--- config.mk ---
export PLATFORM = sky130hd
export DESIGN_NAME = balance_seq
export DESIGN_NICKNAME = d
export VERILOG_FILES = /design/src/rtl/balance_seq.sv
export SDC_FILE = /design/constraint.sdc
export NUM_CORES = 1
export LEC_CHECK = 0
export ABC_AREA = 0
export CAP_MARGIN = 20
export CORE_MARGIN = 10
export CORE_UTILIZATION = 53
export DETAILED_ROUTE_END_ITERATION = 10
export PLACE_DENSITY = 0.89
export SETUP_SLACK_MARGIN = 0.3
export SYNTH_ARGS = -nofsm -noshare
export SYNTH_HDL_FRONTEND = slang
export SYNTH_SLANG_ARGS = --single-unit
--- constraint.sdc ---
create_clock -name clk -period 2.5 [get_ports clk]
set_input_delay 0.5 -clock clk [delete_from_list [all_inputs] [get_ports clk]]
set_output_delay 0.5 -clock clk [all_outputs]
set_load 0.1 [all_outputs]
--- src/rtl/balance_seq.sv ---
// Self-balancing platform sequencer: rider detection, soft start, halt, PID vld.
// Define FAST_SIM_EN to shorten the debounce limit to 256 cycles.
module balance_seq #(
  parameter logic [12:0] MIN_RIDER_WT = 13'h0200,
  parameter logic [12:0] WT_HYST      = 13'h0040,
  parameter logic [23:0] DB_CYC       = 24'd5_000_000,
  parameter logic [3:0]  DECIM        = 4'd1
) (
  input  logic        clk,
  input  logic        rst,
  input  logic        en_req,
  input  logic [11:0] lft_ld,
  input  logic [11:0] rght_ld,
  input  logic        nxt_smpl,
  input  logic [7:0]  ss_tmr,
  output logic        pwr_up,
  output logic        rider_off,
  output logic        vld,
  output logic [2:0]  state
);

  typedef enum logic [2:0] {
    IDLE       = 3'd0,
    WAIT_RIDER = 3'd1,
    SOFT_START = 3'd2,
    RUN        = 3'd3,
    HALT       = 3'd4
  } state_t;

`ifdef FAST_SIM_EN
  localparam logic [23:0] DB_LIM = 24'd256;
`else
  localparam logic [23:0] DB_LIM = DB_CYC;
`endif

  localparam logic [12:0] LO_THR = MIN_RIDER_WT - WT_HYST;

  state_t      cur;
  state_t      nxt;
  logic [23:0] db_cnt;
  logic [3:0]  smp_cnt;
  logic [12:0] sum;
  logic        cond;
  logic        db_hit;
  logic        act;
  logic        nxt_act;

  assign sum     = {1'b0, lft_ld} + {1'b0, rght_ld};
  assign db_hit  = db_cnt >= (DB_LIM - 24'd1);
  assign act     = (cur == SOFT_START) || (cur == RUN);
  assign nxt_act = (nxt == SOFT_START) || (nxt == RUN);
  assign state   = cur;

  always_comb begin
    nxt  = cur;
    cond = 1'b0;
    case (cur)
      IDLE: nxt = WAIT_RIDER;
      WAIT_RIDER: begin
        cond = sum >= MIN_RIDER_WT;
        if (cond && db_hit) nxt = SOFT_START;
      end
      SOFT_START, RUN: begin
        cond = sum < LO_THR;
        // Rider loss wins over soft-start completion.
        if (cond && db_hit)
          nxt = HALT;
        else if (cur == SOFT_START && ss_tmr == 8'hFF)
          nxt = RUN;
      end
      HALT:    nxt = WAIT_RIDER;
      default: nxt = IDLE;
    endcase
    if (!en_req) nxt = IDLE;
  end

  always_ff @(posedge clk or posedge rst) begin
    if (rst) begin
      cur       <= IDLE;
      db_cnt    <= '0;
      smp_cnt   <= '0;
      pwr_up    <= 1'b0;
      rider_off <= 1'b1;
      vld       <= 1'b0;
    end else begin
      cur       <= nxt;
      pwr_up    <= nxt_act;
      rider_off <= !nxt_act;

      if (nxt != cur || !cond)
        db_cnt <= '0;
      else if (db_cnt != DB_LIM)
        db_cnt <= db_cnt + 24'd1;

      vld <= 1'b0;
      if (!nxt_act) begin
        smp_cnt <= '0;
      end else if (act && nxt_smpl) begin
        if (smp_cnt + 4'd1 == DECIM) begin
          smp_cnt <= '0;
          vld     <= 1'b1;
        end else begin
          smp_cnt <= smp_cnt + 4'd1;
        end
      end
    end
  end

endmodule

---- Word level (Yosys, flattened, before mapping) ----
Index checks and enable logic that the tools add are counted.
Widths: inputs -> output; s select.
operators by class
  $add $sub $neg .......................... 3
  order comparisons ....................... 3
  eq/ne operators ......................... 11
  mux-type cells .......................... 14
  reduce and logical (&&, ||, !) cells .... 13
operators with widths
  kind                   number
  $mux 24                2
  $add 24x1->24 const B  1
  $ge 24x23->1 const B   1
  $ne 24x23->1 const B   1
  $add 12x12->13         1
  $ge 13x10->1 const B   1
  $lt 13x9->1 const B    1
  $eq 3x2->1 const B     4
  $mux 3                 4
  $mux 4                 3
  $pmux 3 s3             1
  $eq 8x8->1 const B     1
  $add 4x1->4 const B    1
  $eq 4x1->1 const B     1
  $logic_and 1x1->1      4
  $reduce_or 2->1        2
  $eq 3x1->1 const B     1
  $eq 3x3->1 const B     1
  $logic_not 3->1        1
  $logic_or 1x1->1       3
  $mux 1                 3
  $ne 3x3->1             1
  $logic_not 1->1        2
  $ne 2x1->1 const B     1
  other kinds (2)        2
word-level totals
  bits in registers ....................... 34
  output and inout port bits .............. 6

---- Longest topological paths before layout ----
Gate-level depths: netlist (run 1).
  depth in word-level cells ............... 9
  gate-level depth with buffers ........... 10
  depth with buffers taken out ............ 9

---- Least setup slack after synthesis (run 1) ----
Ideal clock, no wire load.
  kind .................................... input-to-reg
  from .................................... input lft_ld[0]
  to ...................................... register db_cnt[5]
  library setup time ...................... 119 ps
  data arrival time ....................... 2686 ps
  data required time ...................... 2381 ps
  slack ................................... -305 ps
  stages on the path ...................... 10
  cells stage by stage .................... ha_1 -> fa_1 -> a211oi_2 -> o211ai_1 -> a221oi_1 -> xor2_1 -> a311oi_1 -> o211ai_4 -> buf_6 -> nor2_2
on the way
  longest elaborated chain between the ends .. 9
  elaborated cells on any way between the ends .. 15
ends and longest elaborated chain
  what                                                 RTL line  source
  from (decl)                                          12        input logic [11:0] lft_ld,
  $add 12x12->13 (*)                                   48        assign sum = {1'b0, lft_ld} + {1'b0, rght_ld};
  $lt 13x9->1 / $ge 13x10->1 (equally long branches)   64, 60
  $logic_and 1x1->1, on equally long branches          66, 61
  $mux 3, on equally long branches                     66, 61
  $pmux 3 s3                                           57        case (cur)
  $mux 3                                               74        if (!en_req) nxt = IDLE;
  $ne 3x3->1                                           90        if (nxt != cur || !cond)
  $logic_or 1x1->1 (*)                                 90
  $mux 24 / $reduce_bool 2->1 (equally long branches)  n/a
  to (signal assigned)                                 93        db_cnt <= db_cnt + 24'd1;
  to (decl)                                            40        logic [23:0] db_cnt;
Mark *: on every way between the ends. The rest lies on a longest branch, timed or not.
A chain may end at the register's enable or synchronous reset.

---- Final worst setup path (run 1) ----
  from .................................... input rght_ld[0]
  to ...................................... register db_cnt[0]
on the way
  longest elaborated chain between the ends .. 9
  elaborated cells on any way between the ends .. 15
ends and longest elaborated chain
  what                                                 RTL line  source
  from (decl)                                          13        input logic [11:0] rght_ld,
  $add 12x12->13 (*)                                   48
  $lt 13x9->1 / $ge 13x10->1 (equally long branches)   64, 60
  $logic_and 1x1->1, on equally long branches          66, 61
  $mux 3, on equally long branches                     66, 61
  $pmux 3 s3                                           57
  $mux 3                                               74
  $ne 3x3->1                                           90
  $logic_or 1x1->1 (*)                                 90
  $mux 24 / $reduce_bool 2->1 (equally long branches)  n/a
Marks and branches as above.

==> metrics.txt, run 1 <==
# TYPE chip_impl_metric gauge
chip_impl_info{name="outcome",value="finished, violations left"} 1
chip_impl_info{name="failed_checks",value="setup timing"} 1
chip_impl_metric{name="num-nets-final",unit=""} 391
chip_impl_metric{name="number_of_buffers_inserted_during_clock_tree_synthesis",unit=""} 5
chip_impl_metric{name="dr_vias",unit=""} 2524
chip_impl_metric{name="cap_violations",unit=""} 0
chip_impl_metric{name="global_route_usage_over_all_layers",unit="%"} 20.8
chip_impl_metric{name="pwr_density_cell",unit="nW/um^2"} 478
chip_impl_metric{name="postSynth.asyncResetShare",unit="%"} 100
chip_impl_metric{name="io_buffers",unit=""} 41
chip_impl_info{name="cp_slowest_cell",value="sky130_fd_sc_hd__a221oi_2"} 1
chip_impl_info{name="tritoncts",value="yes"} 1
chip_impl_metric{name="syn_nets",unit=""} 310
chip_impl_info{name="synth_largest_area_cell",value="sky130_fd_sc_hd__dfrtp_1"} 1
chip_impl_metric{name="htree_num_levels",unit=""} 2
chip_impl_metric{name="antenna-diode-count",unit=""} 0
chip_impl_metric{name="core_region_area",unit="sq um"} 4410
chip_impl_metric{name="placementRows",unit=""} 24
chip_impl_metric{name="grt_first_pass_wirelength",unit="um"} 12800
chip_impl_metric{name="layout.filler_cells",unit=""} 203
chip_impl_info{name="dominantRegCellSynth",value="sky130_fd_sc_hd__dfrtp_1"} 1
chip_impl_metric{name="crit_path_max_fanout",unit=""} 6
chip_impl_metric{name="drtAntennaViolNets",unit=""} 0
chip_impl_metric{name="floorplan.die.height",unit="um"} 88.1
chip_impl_metric{name="post-layout-total-power",unit="mW"} 1.76
chip_impl_metric{name="syn_area",unit="sq um"} 2450
chip_impl_info{name="timing.critical_path.to_type",value="flip-flop"} 1
chip_impl_metric{name="vias_per_cell",unit=""} 6.46
chip_impl_metric{name="yosysSeqAreaShare",unit="%"} 34.7
chip_impl_metric{name="report.final.setup_viol",unit=""} 33
chip_impl_metric{name="initial_antenna_violation_count",unit=""} 0
chip_impl_info{name="post-synth-top-count-cell",value="sky130_fd_sc_hd__dfrtp_1"} 1
chip_impl_metric{name="detail_route.drc_violations",unit=""} 0
chip_impl_metric{name="drt_first_iter_violations",unit=""} 266
chip_impl_metric{name="fp.dieArea",unit="sq um"} 7750
chip_impl_metric{name="clock-sinks",unit=""} 34
chip_impl_metric{name="top_level_ports",unit=""} 42
chip_impl_metric{name="cellLeakagePower",unit="nW"} 1.46
chip_impl_metric{name="timing.slew.headroom",unit="%"} 57.7
chip_impl_metric{name="achievable-frequency",unit="MHz"} 351
chip_impl_metric{name="period_share",unit="%"} 114
chip_impl_metric{name="final-seq-area",unit="sq um"} 852
chip_impl_info{name="hp-class",value="in -> async"} 1
chip_impl_metric{name="synthDistinctLibCells",unit=""} 57
chip_impl_metric{name="initial_core_util",unit="%"} 55.6
chip_impl_metric{name="grt_max_degree",unit=""} 35
chip_impl_metric{name="drt_pass_1_iters",unit=""} 5
chip_impl_metric{name="clock_tree.buffer_depth",unit=""} 2
chip_impl_metric{name="synthCells",unit=""} 257
chip_impl_metric{name="grt_pass1_vias",unit=""} 2687
chip_impl_metric{name="setup_slack",unit="ns"} -0.347
chip_impl_metric{name="routabilityCongestion",unit=""} 0.843
chip_impl_metric{name="drt-wirelength-per-cell",unit="um"} 23.1
chip_impl_metric{name="synth-seq-cells",unit=""} 34
chip_impl_info{name="grt_setup_unrepaired",value="yes"} 1
chip_impl_metric{name="final_util",unit="%"} 83.3
chip_impl_info{name="synth.area.top_cells",value="sky130_fd_sc_hd__dfrtp_1 34%, sky130_fd_sc_hd__ha_1 8.2%, sky130_fd_sc_hd__xor2_1 5.7%"} 1
chip_impl_metric{name="fraction_of_post_synthesis_cell_area_in_the_top_cell_type_by_area",unit="%"} 33.6
chip_impl_info{name="cts_root_buf",value="sky130_fd_sc_hd__clkbuf_8"} 1
chip_impl_metric{name="post_route_cells_drive_above_1_share",unit="%"} 41.3
chip_impl_metric{name="timing_worst_slew_pin_value",unit="ns"} 0.633
chip_impl_metric{name="number_of_buffers_inserted_by_hold_repair_at_cts",unit=""} 0
chip_impl_metric{name="die_width",unit="um"} 88.1
chip_impl_info{name="synthTopCellsByCount",value="33 x sky130_fd_sc_hd__dfrtp_1, 21 x sky130_fd_sc_hd__nor2_1, 20 x sky130_fd_sc_hd__nor2_2"} 1
chip_impl_metric{name="worst_ep_required_time",unit="ns"} 2.73
chip_impl_metric{name="clock_skew_after_layout",unit="ns"} 0.0122
chip_impl_metric{name="area.growth.synth_to_final",unit="%"} 49.8
chip_impl_metric{name="final_hold_viol_count",unit=""} 0
chip_impl_metric{name="cp_peak_stage_delay",unit="ns"} 0.42
chip_impl_metric{name="number_of_max_slew_violations_in_the_final_report",unit=""} 0
chip_impl_metric{name="synth-edff-count",unit=""} 0
chip_impl_metric{name="avgSynthCellArea",unit="sq um"} 9.55
chip_impl_info{name="worstSetupStartpointType",value="input pin"} 1
chip_impl_metric{name="critical_path_arrival",unit="ns"} 3.08
chip_impl_info{name="criticalPathCategory",value="in -> reg"} 1
chip_impl_metric{name="yosys_warnings",unit=""} 0
chip_impl_info{name="timing.critical_path.mode_cell",value="sky130_fd_sc_hd__buf_6"} 1
chip_impl_metric{name="multi_input_area",unit="sq um"} 1880
chip_impl_metric{name="clk_latency",unit="ns"} 0.31
chip_impl_metric{name="period_minus_slack",unit="ns"} 2.85
chip_impl_info{name="cp_cell_sequence",value="buf_6 -> ha_4 -> fa_2 -> a211oi_2 -> o211ai_1 -> a221oi_2 -> xor2_2 -> and4_4 -> o211ai_4 -> buf_6 -> buf_6 -> buf_16 -> nor2_2"} 1
chip_impl_metric{name="grt_overflow",unit=""} 0
chip_impl_metric{name="clk_pin_slew_worst_paths",unit="ns"} 0.08
chip_impl_metric{name="place_hpwl",unit="um"} 4670
chip_impl_metric{name="routed_wirelength",unit="um"} 9030
chip_impl_metric{name="max-vdd-ir-drop",unit="mV"} 0.392
==> worst max-delay path, delay by kind of cell <==
| kind | cells | cell delay (ns) |
|---|---|---|
| buffers and inverters | 4 | 0.50 |
| adders and majority gates | 2 | 0.48 |
| xor gates and xnor gates | 1 | 0.29 |
| and+or+nand+nor | 2 | 0.35 |
| AOI/OAI and AO/OA | 4 | 0.94 |
==> state kept, by name, summed over array words and instances (netlist names) <==
| name | flops |
|---|---|
| vld | 1 |
| smp_cnt | 4 |
| pwr_up | 1 |
| rider_off | 1 |
| db_cnt | 24 |
| state | 3 |
==> logic make-up (layout without fill, tap and decap cells) <==
kind of cell	count (synthesis)	in the layout	share of synthesized area [%]
AO/OA/AOI/OAI	48	48	16.8
XOR/XNOR	26	26	9.28
adder cells (fa/ha/maj)	17	17	8.97
buffers and inverters	16	98	3.52
flip-flops	34	34	34.7
multiplexers	1	1	0.408
other	1	1	0.153
AND/OR/NAND/NOR	114	114	26.2
==> worst paths after layout <==
kind                              end  startpoint  depth (start not counted)  slack [ns]
max                         db_cnt[0]  rght_ld[0]                         13       -0.35
min                          state[2]         rst                          3        0.64
min in group clk           db_cnt[22]  db_cnt[22]                          2        0.64
max reg2reg                 db_cnt[0]   db_cnt[0]                         11           0
max in group asynchronous   rider_off         rst                          3        1.50
min reg2reg                db_cnt[22]  db_cnt[22]                          2        0.64
==> repair_timing <==
action,4_1_cts,5_1_grt
endpoints found under the setup margin,33,33
hold endpoints to repair,0,0
pin swaps,35,22
resized for setup,74,73
cloned,2,0
buffers inserted,8,2
==> power breakdown <==
part	total, mW	switching, mW	internal, mW
Clock	0.524	0.231	0.294
Sequential	0.581	0.0171	0.564
Combinational	0.651	0.370	0.282
Total	1.76	0.617	1.14
==> final cells by class <==
type	count	share of cell area (%)
Clock buffer	5	1.87
Timing Repair Buffer	78	19.9
Tap cell	52	1.77
Multi-Input combinational cell	207	51.0
Clock inverter	3	1.09
Sequential cell	34	23.2
Inverter	12	1.22
==> cells in the final DEF, fill, tap and decap left out, types with 3 or more instances in the layout <==
cell,Yosys,final
sky130_fd_sc_hd__ha_4,0,12
sky130_fd_sc_hd__buf_4,0,30
sky130_fd_sc_hd__dfrtp_1,33,33
sky130_fd_sc_hd__nor3_2,0,5
sky130_fd_sc_hd__clkbuf_2,1,10
sky130_fd_sc_hd__a21oi_1,11,9
sky130_fd_sc_hd__ha_1,16,4
sky130_fd_sc_hd__clkdlybuf4s50_1,0,11
sky130_fd_sc_hd__nand2_1,14,13
sky130_fd_sc_hd__a211oi_1,3,3
sky130_fd_sc_hd__nand3_1,15,14
sky130_fd_sc_hd__xor2_1,16,15
sky130_fd_sc_hd__and4_1,4,3
sky130_fd_sc_hd__nor2_1,21,18
sky130_fd_sc_hd__buf_6,2,15
sky130_fd_sc_hd__inv_1,12,12
sky130_fd_sc_hd__xnor2_1,10,10
sky130_fd_sc_hd__nor3b_1,4,4
sky130_fd_sc_hd__nand4_1,9,9
sky130_fd_sc_hd__buf_12,0,3
sky130_fd_sc_hd__o21ai_0,4,4
sky130_fd_sc_hd__nor2_2,20,11
sky130_fd_sc_hd__clkbuf_8,1,5
sky130_fd_sc_hd__a21oi_2,1,3
sky130_fd_sc_hd__nor2_4,0,12
sky130_fd_sc_hd__and3_1,4,4
==> per-stage QoR <==
stage | instance area (sq um) | worst slack [ns] | instances | hold slack [ns] | setup TNS [ns]
finish | 3680 | -0.347 | 391 | 0.635 | -8.17
global route | 3680 | -0.402 | 391 | 0.661 | -9.78
CTS | 3530 | -0.159 | 389 | 0.620 | -2.87
detailed placement | 3110 | -0.787 | 371 | 0.589 | -23.97
global placement | 3110 | -0.708 | 371 | 0.557 | -21.68
floorplan | 2480 | -0.168 | 257 | 0.535 | -3.73
==> per-layer routing <==
metal	global-route usage, %	part of all wire [%]	up-vias
li1	-	-	1092
met1	22.2	37	1200
met2	36.5	50	175
met3	5.57	7.5	57
met4	11.1	5.6	0
met5	0	0	-
Note: power is estimated with default switching activity, not from simulation.
==> run 2, diff against run 1 <==
--- a/config.mk
+++ b/config.mk
@@ -6,11 +6,12 @@
 export NUM_CORES = 1
 export LEC_CHECK = 0
 export ABC_AREA = 0
-export CAP_MARGIN = 20
+export CAP_MARGIN = 0
 export CORE_MARGIN = 10
-export CORE_UTILIZATION = 53
+export CORE_UTILIZATION = 55
+export CTS_BUF_LIST = sky130_fd_sc_hd__clkbuf_4
 export DETAILED_ROUTE_END_ITERATION = 10
-export PLACE_DENSITY = 0.89
+export PLACE_DENSITY = 0.91
 export SETUP_SLACK_MARGIN = 0.3
 export SYNTH_ARGS = -nofsm -noshare
 export SYNTH_HDL_FRONTEND = slang
==> run 2 against run 1 <==
Against the previous run: the run still ends with setup timing left; via count is 4.9% lower; count of clock-buffer cells in the layout stayed put; die area is 2.8% lower; utilization is 1.6 points lower; combinational power is 8.4% lower; critical path depth stayed put; cell count is 0.51% higher; critical endpoint is now db_cnt[6]; largest power group unchanged.
==> metrics.txt, run 2 (synthesis results as in run 1) <==
# TYPE chip_impl_metric gauge
chip_impl_info{name="outcome",value="finished, violations left"} 1
chip_impl_info{name="failed_checks",value="setup timing"} 1
chip_impl_metric{name="drt-wirelength-per-cell",unit="um"} 19.1
chip_impl_metric{name="dr_vias",unit=""} 2400
chip_impl_info{name="most_common_cell_after_layout_fill_and_taps_aside",value="sky130_fd_sc_hd__buf_4"} 1
chip_impl_metric{name="pwr_density_cell",unit="nW/um^2"} 416
chip_impl_metric{name="max-vdd-ir-drop",unit="mV"} 0.357
chip_impl_metric{name="wl_met1",unit="um"} 2820
chip_impl_metric{name="route.met3.wl",unit="um"} 456
chip_impl_info{name="tritoncts",value="yes"} 1
chip_impl_metric{name="clk_pin_slew_worst_paths",unit="ns"} 0.11
chip_impl_metric{name="routabilityCongestion",unit=""} 0.849
chip_impl_metric{name="minimum_setup_slack_after_placement",unit="ns"} -0.769
chip_impl_metric{name="grt_max_degree",unit=""} 35
chip_impl_info{name="cts_root_buf",value="sky130_fd_sc_hd__clkbuf_4"} 1
chip_impl_metric{name="grt_first_pass_wirelength",unit="um"} 11800
chip_impl_metric{name="clock_tree.buffer_depth",unit=""} 2
chip_impl_metric{name="r2r_setup_slack",unit="ns"} -0.09
chip_impl_metric{name="core_region_area",unit="sq um"} 4320
chip_impl_metric{name="io_buffers",unit=""} 41
chip_impl_metric{name="floorplan.die.height",unit="um"} 86.8
chip_impl_info{name="criticalPathCategory",value="in -> reg"} 1
chip_impl_metric{name="timing_worst_slew_pin_value",unit="ns"} 0.584
chip_impl_info{name="top_routing_layer_used",value="met4"} 1
chip_impl_metric{name="achievable-frequency",unit="MHz"} 348
chip_impl_metric{name="cap_violations",unit=""} 0
chip_impl_metric{name="worst_ep_required_time",unit="ns"} 2.79
chip_impl_metric{name="vias_per_cell",unit=""} 6.11
chip_impl_metric{name="initial_antenna_violation_count",unit=""} 0
chip_impl_metric{name="drt_first_iter_violations",unit=""} 133
chip_impl_info{name="hp-class",value="in -> async"} 1
chip_impl_metric{name="critical_path_depth",unit=""} 13
chip_impl_metric{name="crit_path_max_fanout",unit=""} 6
chip_impl_metric{name="setup_slack",unit="ns"} -0.375
chip_impl_info{name="critical_path.reg2reg.endpoint",value="db_cnt[6]"} 1
chip_impl_info{name="crit-reg2reg-launch",value="db_cnt[21]"} 1
chip_impl_metric{name="area.growth.synth_to_final",unit="%"} 44.0
chip_impl_info{name="endpoint",value="db_cnt[6]"} 1
chip_impl_metric{name="period_minus_slack",unit="ns"} 2.87
chip_impl_metric{name="grt_overflow",unit=""} 0
chip_impl_metric{name="detail_route.drc_violations",unit=""} 0
chip_impl_metric{name="report.final.setup_viol",unit=""} 32
chip_impl_metric{name="setup_tns",unit="ns"} -7.52
chip_impl_metric{name="timing.slew.headroom",unit="%"} 61.0
chip_impl_metric{name="num-nets-final",unit=""} 393
chip_impl_metric{name="drt_pass_1_iters",unit=""} 4
chip_impl_metric{name="rr_worst_depth",unit=""} 10
chip_impl_metric{name="grt_pass1_vias",unit=""} 2543
chip_impl_metric{name="post-layout-total-power",unit="mW"} 1.47
chip_impl_metric{name="critical_path_arrival",unit="ns"} 3.16
chip_impl_metric{name="number_of_buffers_inserted_during_clock_tree_synthesis",unit=""} 5
chip_impl_info{name="grt_setup_unrepaired",value="yes"} 1
chip_impl_metric{name="drtAntennaViolNets",unit=""} 0
chip_impl_metric{name="critPathBufInv",unit=""} 5
chip_impl_metric{name="clock-sinks",unit=""} 34
chip_impl_metric{name="final_hold_viol_count",unit=""} 0
chip_impl_metric{name="initial_core_util",unit="%"} 56.8
chip_impl_metric{name="clk_latency",unit="ns"} 0.34
chip_impl_metric{name="post_route_cells_drive_above_1_share",unit="%"} 35.2
chip_impl_metric{name="period_share",unit="%"} 115
chip_impl_info{name="cp_slowest_cell",value="sky130_fd_sc_hd__a311oi_2"} 1
chip_impl_metric{name="placementRows",unit=""} 24
chip_impl_metric{name="htree_num_levels",unit=""} 2
chip_impl_metric{name="top_level_ports",unit=""} 42
chip_impl_info{name="regMostFlops",value="db_cnt"} 1
chip_impl_metric{name="antenna-diode-count",unit=""} 0
chip_impl_info{name="timing.critical_path.to_type",value="flip-flop"} 1
chip_impl_metric{name="routed_wirelength",unit="um"} 7530
chip_impl_metric{name="die_width",unit="um"} 86.8
chip_impl_metric{name="hold-worst-slack",unit="ns"} 0.556
chip_impl_info{name="timing.critical_path.max_delay_family",value="compound AO/OA/AOI/OAI gates"} 1
chip_impl_metric{name="final_util",unit="%"} 81.7
chip_impl_info{name="cp_cell_sequence",value="clkdlybuf4s15_1 -> ha_4 -> buf_4 -> o211ai_1 -> o211ai_1 -> a221oi_2 -> and3_4 -> a311oi_2 -> o211ai_4 -> buf_6 -> buf_6 -> buf_16 -> nor2_4"} 1
chip_impl_info{name="commonest_cells_after_routing_fill_and_taps_aside",value="36 x sky130_fd_sc_hd__buf_4, 33 x sky130_fd_sc_hd__dfrtp_1, 19 x sky130_fd_sc_hd__nor2_2"} 1
chip_impl_metric{name="place_hpwl",unit="um"} 4550
chip_impl_metric{name="global_route_usage_over_all_layers",unit="%"} 19.4
chip_impl_info{name="worstSetupStartpointType",value="input pin"} 1
chip_impl_metric{name="cp_peak_stage_delay",unit="ns"} 0.45
chip_impl_info{name="critical_path.startpoint",value="lft_ld[4]"} 1
chip_impl_metric{name="largest_register_ff_count",unit=""} 24
chip_impl_metric{name="number_of_max_slew_violations_in_the_final_report",unit=""} 0
chip_impl_metric{name="route.met2.wl",unit="um"} 3880
chip_impl_metric{name="fp.dieArea",unit="sq um"} 7540
chip_impl_metric{name="clock_skew_after_layout",unit="ns"} 0.0181
chip_impl_metric{name="cellLeakagePower",unit="nW"} 1.41
==> run 2: changes by cell type in the layout (fill, tap and decap cells not counted), sizes merged <==
cell           previous run  this run
bufinv                    1         0
clkdlybuf4s15             2         7
clkinvlp                  0         1
clkbuf                   15         5
clkdlybuf4s50            11        13
buf                      53        48
dlygate4sd2               2        12
==> run 2: stage by stage <==
| step | instance area (sq um) | instances |
|---|---|---|
| floorplan | 2480 | 257 |
| finish | 3530 | 393 |
| global route | 3530 | 393 |
| global placement | 3120 | 372 |
| CTS | 3460 | 391 |
| detailed placement | 3120 | 372 |
==> run 2: tightest hold or removal path, stage by stage <==
cell                              delay [ns]
sky130_fd_sc_hd__clkdlybuf4s50_1        0.40
sky130_fd_sc_hd__inv_1                  0.06
sky130_fd_sc_hd__buf_4                  0.37
==> run 2: final cells by class <==
class,count,area [sq um]
Multi-Input combinational cell,207,1760
Sequential cell,34,852
Fill cell,213,790
Timing Repair Buffer,80,756
Tap cell,52,65.1
Inverter,12,45.0
Clock buffer,5,37.5
Clock inverter,3,16.3
==> run 2: where the power goes <==
group	switching, mW	internal [mW]	total [mW]	leakage, nW
clock	0.190	0.105	0.295	0.0286
sequential	0.0159	0.564	0.580	0.466
combinational	0.334	0.262	0.596	0.916
total	0.541	0.931	1.47	1.41
==> run 2: worst min-delay path by stage <==
stage / end / slack, ns / depth (start not counted)
3_5_place_dp: db_cnt[22] / 0.57 / 2
4_1_cts: db_cnt[20] / 0.55 / 3
2_1_floorplan: db_cnt[22] / 0.54 / 2
5_1_grt: db_cnt[20] / 0.58 / 3
6_report: db_cnt[20] / 0.56 / 3
3_3_place_gp: db_cnt[22] / 0.56 / 2
==> run 2: routing by layer <==
metal	up-vias	global-route usage, %
met1	1134	20.7
li1	1099	-
met3	42	3.85
met4	0	10.3
met2	125	34.7
met5	-	0
==> run 2: timing repair <==
| item | CTS | global route |
|---|---|---|
| resized for setup | 71 | 14 |
| cloned | 2 | 0 |
| pin swaps | 25 | 11 |
| hold buffers | 0 | 0 |
| setup endpoints to repair | 33 | 33 |
| buffers inserted | 9 | 2 |
==> run 3, diff against run 2 <==
--- a/config.mk
+++ b/config.mk
@@ -10,8 +10,9 @@
 export CORE_MARGIN = 10
 export CORE_UTILIZATION = 55
 export CTS_BUF_LIST = sky130_fd_sc_hd__clkbuf_4
+export CTS_CLUSTER_SIZE = 10
 export DETAILED_ROUTE_END_ITERATION = 10
-export PLACE_DENSITY = 0.91
+export PLACE_DENSITY = 0.82
 export SETUP_SLACK_MARGIN = 0.3
 export SYNTH_ARGS = -nofsm -noshare
 export SYNTH_HDL_FRONTEND = slang
==> run 3 against run 2 <==
Against the previous run: the run still ends with setup timing left; sequential share of layout area fell by 0.32 points; sequential power barely moved; count of clock-buffer cells in the layout rose by 1; worst setup slack improved by 0.12 ns; fmax rose by 4.4%; non-clock buffer count rose by 2; largest cell class unchanged; largest power group unchanged.
==> metrics.txt, run 3 (synthesis results as in run 1) <==
# TYPE chip_impl_metric gauge
chip_impl_metric{name="final_util",unit="%"} 82.8
chip_impl_metric{name="initial_core_util",unit="%"} 56.8
chip_impl_metric{name="grt_pass1_vias",unit=""} 2605
chip_impl_metric{name="power.switching_fraction",unit="%"} 36.6
chip_impl_metric{name="layout.filler_cells",unit=""} 247
chip_impl_info{name="criticalPathCategory",value="in -> reg"} 1
chip_impl_metric{name="max-vdd-ir-drop",unit="mV"} 0.319
chip_impl_info{name="worstSetupStartpointType",value="input pin"} 1
chip_impl_metric{name="clock_power_share",unit="%"} 21.3
chip_impl_metric{name="period_share",unit="%"} 110
chip_impl_metric{name="floorplan.die.height",unit="um"} 86.8
chip_impl_metric{name="timing.slew.headroom",unit="%"} 63.0
chip_impl_metric{name="final_design_area_no_fill",unit="sq um"} 3580
chip_impl_metric{name="die_width",unit="um"} 86.8
chip_impl_metric{name="report.final.setup_viol",unit=""} 33
chip_impl_metric{name="critical_path_arrival",unit="ns"} 3.03
chip_impl_metric{name="antenna-diode-count",unit=""} 0
chip_impl_metric{name="routabilityCongestion",unit=""} 0.811
chip_impl_info{name="outcome",value="finished, violations left"} 1
chip_impl_info{name="timing.critical_path.to_type",value="flip-flop"} 1
chip_impl_metric{name="area.growth.synth_to_final",unit="%"} 45.9
chip_impl_metric{name="comb_power_share",unit="%"} 40.3
chip_impl_metric{name="critPathBufInv",unit=""} 4
chip_impl_metric{name="clk_pin_slew_worst_paths",unit="ns"} 0.12
chip_impl_metric{name="power.internal",unit="mW"} 0.960
chip_impl_metric{name="timing_worst_slew_pin_value",unit="ns"} 0.554
chip_impl_metric{name="dr_vias",unit=""} 2393
chip_impl_metric{name="drt-wirelength-per-cell",unit="um"} 18.8
chip_impl_metric{name="hold-worst-slack",unit="ns"} 0.480
chip_impl_metric{name="crit_path_max_fanout",unit=""} 6
chip_impl_metric{name="r2r_setup_slack",unit="ns"} -0.05
chip_impl_metric{name="rr_worst_depth",unit=""} 11
chip_impl_metric{name="routed_wirelength",unit="um"} 7410
chip_impl_info{name="commonest_cells_after_routing_fill_and_taps_aside",value="35 x sky130_fd_sc_hd__buf_4, 33 x sky130_fd_sc_hd__dfrtp_1, 19 x sky130_fd_sc_hd__nor2_1"} 1
chip_impl_info{name="critical_path.startpoint",value="rght_ld[0]"} 1
chip_impl_metric{name="place_hpwl",unit="um"} 4640
chip_impl_metric{name="placementRows",unit=""} 24
chip_impl_info{name="timing.critical_path.max_delay_family",value="compound AO/OA/AOI/OAI gates"} 1
chip_impl_metric{name="io_buffers",unit=""} 41
chip_impl_metric{name="initial_antenna_violation_count",unit=""} 0
chip_impl_metric{name="drt_first_iter_violations",unit=""} 132
chip_impl_info{name="endpoint",value="db_cnt[21]"} 1
chip_impl_metric{name="cap_violations",unit=""} 0
chip_impl_info{name="hp-class",value="in -> async"} 1
chip_impl_info{name="cts_root_buf",value="sky130_fd_sc_hd__clkbuf_4"} 1
chip_impl_info{name="critical_path.reg2reg.endpoint",value="db_cnt[21]"} 1
chip_impl_metric{name="number_of_max_slew_violations_in_the_final_report",unit=""} 0
chip_impl_metric{name="cp_peak_stage_delay",unit="ns"} 0.37
chip_impl_info{name="timing.critical_path.mode_cell",value="sky130_fd_sc_hd__buf_6"} 1
chip_impl_metric{name="drtAntennaViolNets",unit=""} 0
chip_impl_metric{name="clock-sinks",unit=""} 34
chip_impl_metric{name="clock_tree.buffer_depth",unit=""} 2
chip_impl_metric{name="top_level_ports",unit=""} 42
chip_impl_info{name="grt_setup_unrepaired",value="yes"} 1
chip_impl_metric{name="period_minus_slack",unit="ns"} 2.75
chip_impl_metric{name="detail_route.drc_violations",unit=""} 0
chip_impl_metric{name="fp.dieArea",unit="sq um"} 7540
chip_impl_metric{name="share_of_total_power_in_sequential_cells",unit="%"} 38.4
chip_impl_info{name="cp_cell_sequence",value="buf_6 -> ha_4 -> fa_2 -> a211oi_2 -> o211ai_1 -> a221oi_2 -> xor2_2 -> and4_4 -> o211ai_4 -> buf_6 -> buf_6 -> buf_16 -> nor2_2"} 1
chip_impl_info{name="failed_checks",value="setup timing"} 1
chip_impl_metric{name="achievable-frequency",unit="MHz"} 363
chip_impl_metric{name="minimum_setup_slack_after_placement",unit="ns"} -0.794
chip_impl_metric{name="setup_tns",unit="ns"} -5.92
chip_impl_metric{name="post_dp_cell_area",unit="sq um"} 3110
chip_impl_metric{name="pwr_density_cell",unit="nW/um^2"} 423
chip_impl_metric{name="largest_register_ff_count",unit=""} 24
chip_impl_metric{name="post-layout-total-power",unit="mW"} 1.51
chip_impl_info{name="crit-reg2reg-launch",value="db_cnt[0]"} 1
chip_impl_info{name="regMostFlops",value="db_cnt"} 1
chip_impl_metric{name="global_route_usage_over_all_layers",unit="%"} 20.5
chip_impl_info{name="tritoncts",value="yes"} 1
chip_impl_metric{name="drt_pass_1_iters",unit=""} 4
chip_impl_metric{name="final_hold_viol_count",unit=""} 0
chip_impl_metric{name="worst_ep_required_time",unit="ns"} 2.78
chip_impl_metric{name="setup_slack",unit="ns"} -0.254
chip_impl_info{name="cp_slowest_cell",value="sky130_fd_sc_hd__a221oi_2"} 1
chip_impl_info{name="most_common_cell_after_layout_fill_and_taps_aside",value="sky130_fd_sc_hd__buf_4"} 1
chip_impl_metric{name="number_of_buffers_inserted_by_hold_repair_at_cts",unit=""} 0
chip_impl_metric{name="number_of_buffers_inserted_during_clock_tree_synthesis",unit=""} 5
chip_impl_metric{name="post_route_cells_drive_above_1_share",unit="%"} 34.4
chip_impl_metric{name="final_cell_count_no_fill",unit=""} 395
chip_impl_metric{name="cellLeakagePower",unit="nW"} 1.44
chip_impl_metric{name="clock_skew_after_layout",unit="ns"} 0.0172
chip_impl_metric{name="num-nets-final",unit=""} 395
chip_impl_metric{name="clk_latency",unit="ns"} 0.35
chip_impl_metric{name="vias_per_cell",unit=""} 6.06
chip_impl_metric{name="grt_overflow",unit=""} 0
chip_impl_metric{name="core_region_area",unit="sq um"} 4320
chip_impl_metric{name="grt_max_degree",unit=""} 13
chip_impl_metric{name="total_switching_power",unit="mW"} 0.554
chip_impl_metric{name="critical_path_depth",unit=""} 13
chip_impl_metric{name="place_inst",unit=""} 372
chip_impl_metric{name="grt_first_pass_wirelength",unit="um"} 12600
chip_impl_metric{name="htree_num_levels",unit=""} 2
run 3: how the worst min path moves through the flow:
stage | cells after the start | end | start | slack [ns]
2_1_floorplan | 2 | db_cnt[22] | db_cnt[22] | 0.54
4_1_cts | 2 | pwr_up | rst | 0.47
3_3_place_gp | 2 | db_cnt[22] | db_cnt[22] | 0.56
3_5_place_dp | 2 | db_cnt[22] | db_cnt[22] | 0.56
5_1_grt | 2 | state[1] | rst | 0.50
6_report | 2 | pwr_up | rst | 0.48
run 3: routing by layer:
layer	global-route usage [%]	up-vias	wire length, um
li1	-	1102	-
met1	22.4	1178	2850
met2	36.6	86	3950
met3	3.75	27	332
met4	10.6	0	276
met5	0	-	0
run 3: power groups by stage:
stage / sequential [mW] / clock, mW / combinational, mW
after CTS: 0.579 / 0.307 / 0.587
after global placement: 0.588 / 0 / 0.449
after floorplan: 0.666 / 0 / 0.210
after detailed placement: 0.589 / 0 / 0.459
after global routing: 0.585 / 0.347 / 0.646
final: 0.582 / 0.322 / 0.610
run 3: cell type report:
class,count,area [sq um],area share (%)
clock buffers,6,45.0,1.26
clock inverters,2,8.76,0.244
inverters,12,45.0,1.26
multi-input cells,207,1780,49.8
flip-flops and latches,34,852,23.8
well taps,52,65.1,1.82
repair buffers,82,782,21.8
run 3: worst register-to-register path: stages, from the launching register on:
cell,delay (ns)
sky130_fd_sc_hd__dfrtp_1,0.43
sky130_fd_sc_hd__ha_1,0.24
sky130_fd_sc_hd__nand3_1,0.16
sky130_fd_sc_hd__nor2_1,0.09
sky130_fd_sc_hd__or3_2,0.45
sky130_fd_sc_hd__a211oi_4,0.37
sky130_fd_sc_hd__buf_4,0.19
sky130_fd_sc_hd__o211ai_4,0.10
sky130_fd_sc_hd__buf_6,0.14
sky130_fd_sc_hd__buf_6,0.11
sky130_fd_sc_hd__buf_16,0.13
sky130_fd_sc_hd__nor2_2,0.07
run 3: repair_timing:
| action | CTS | global route |
|---|---|---|
| pin swaps | 34 | 4 |
| cloned | 3 | 0 |
| setup buffers | 12 | 0 |
| resized for setup | 84 | 0 |
| setup endpoints to repair | 33 | 33 |
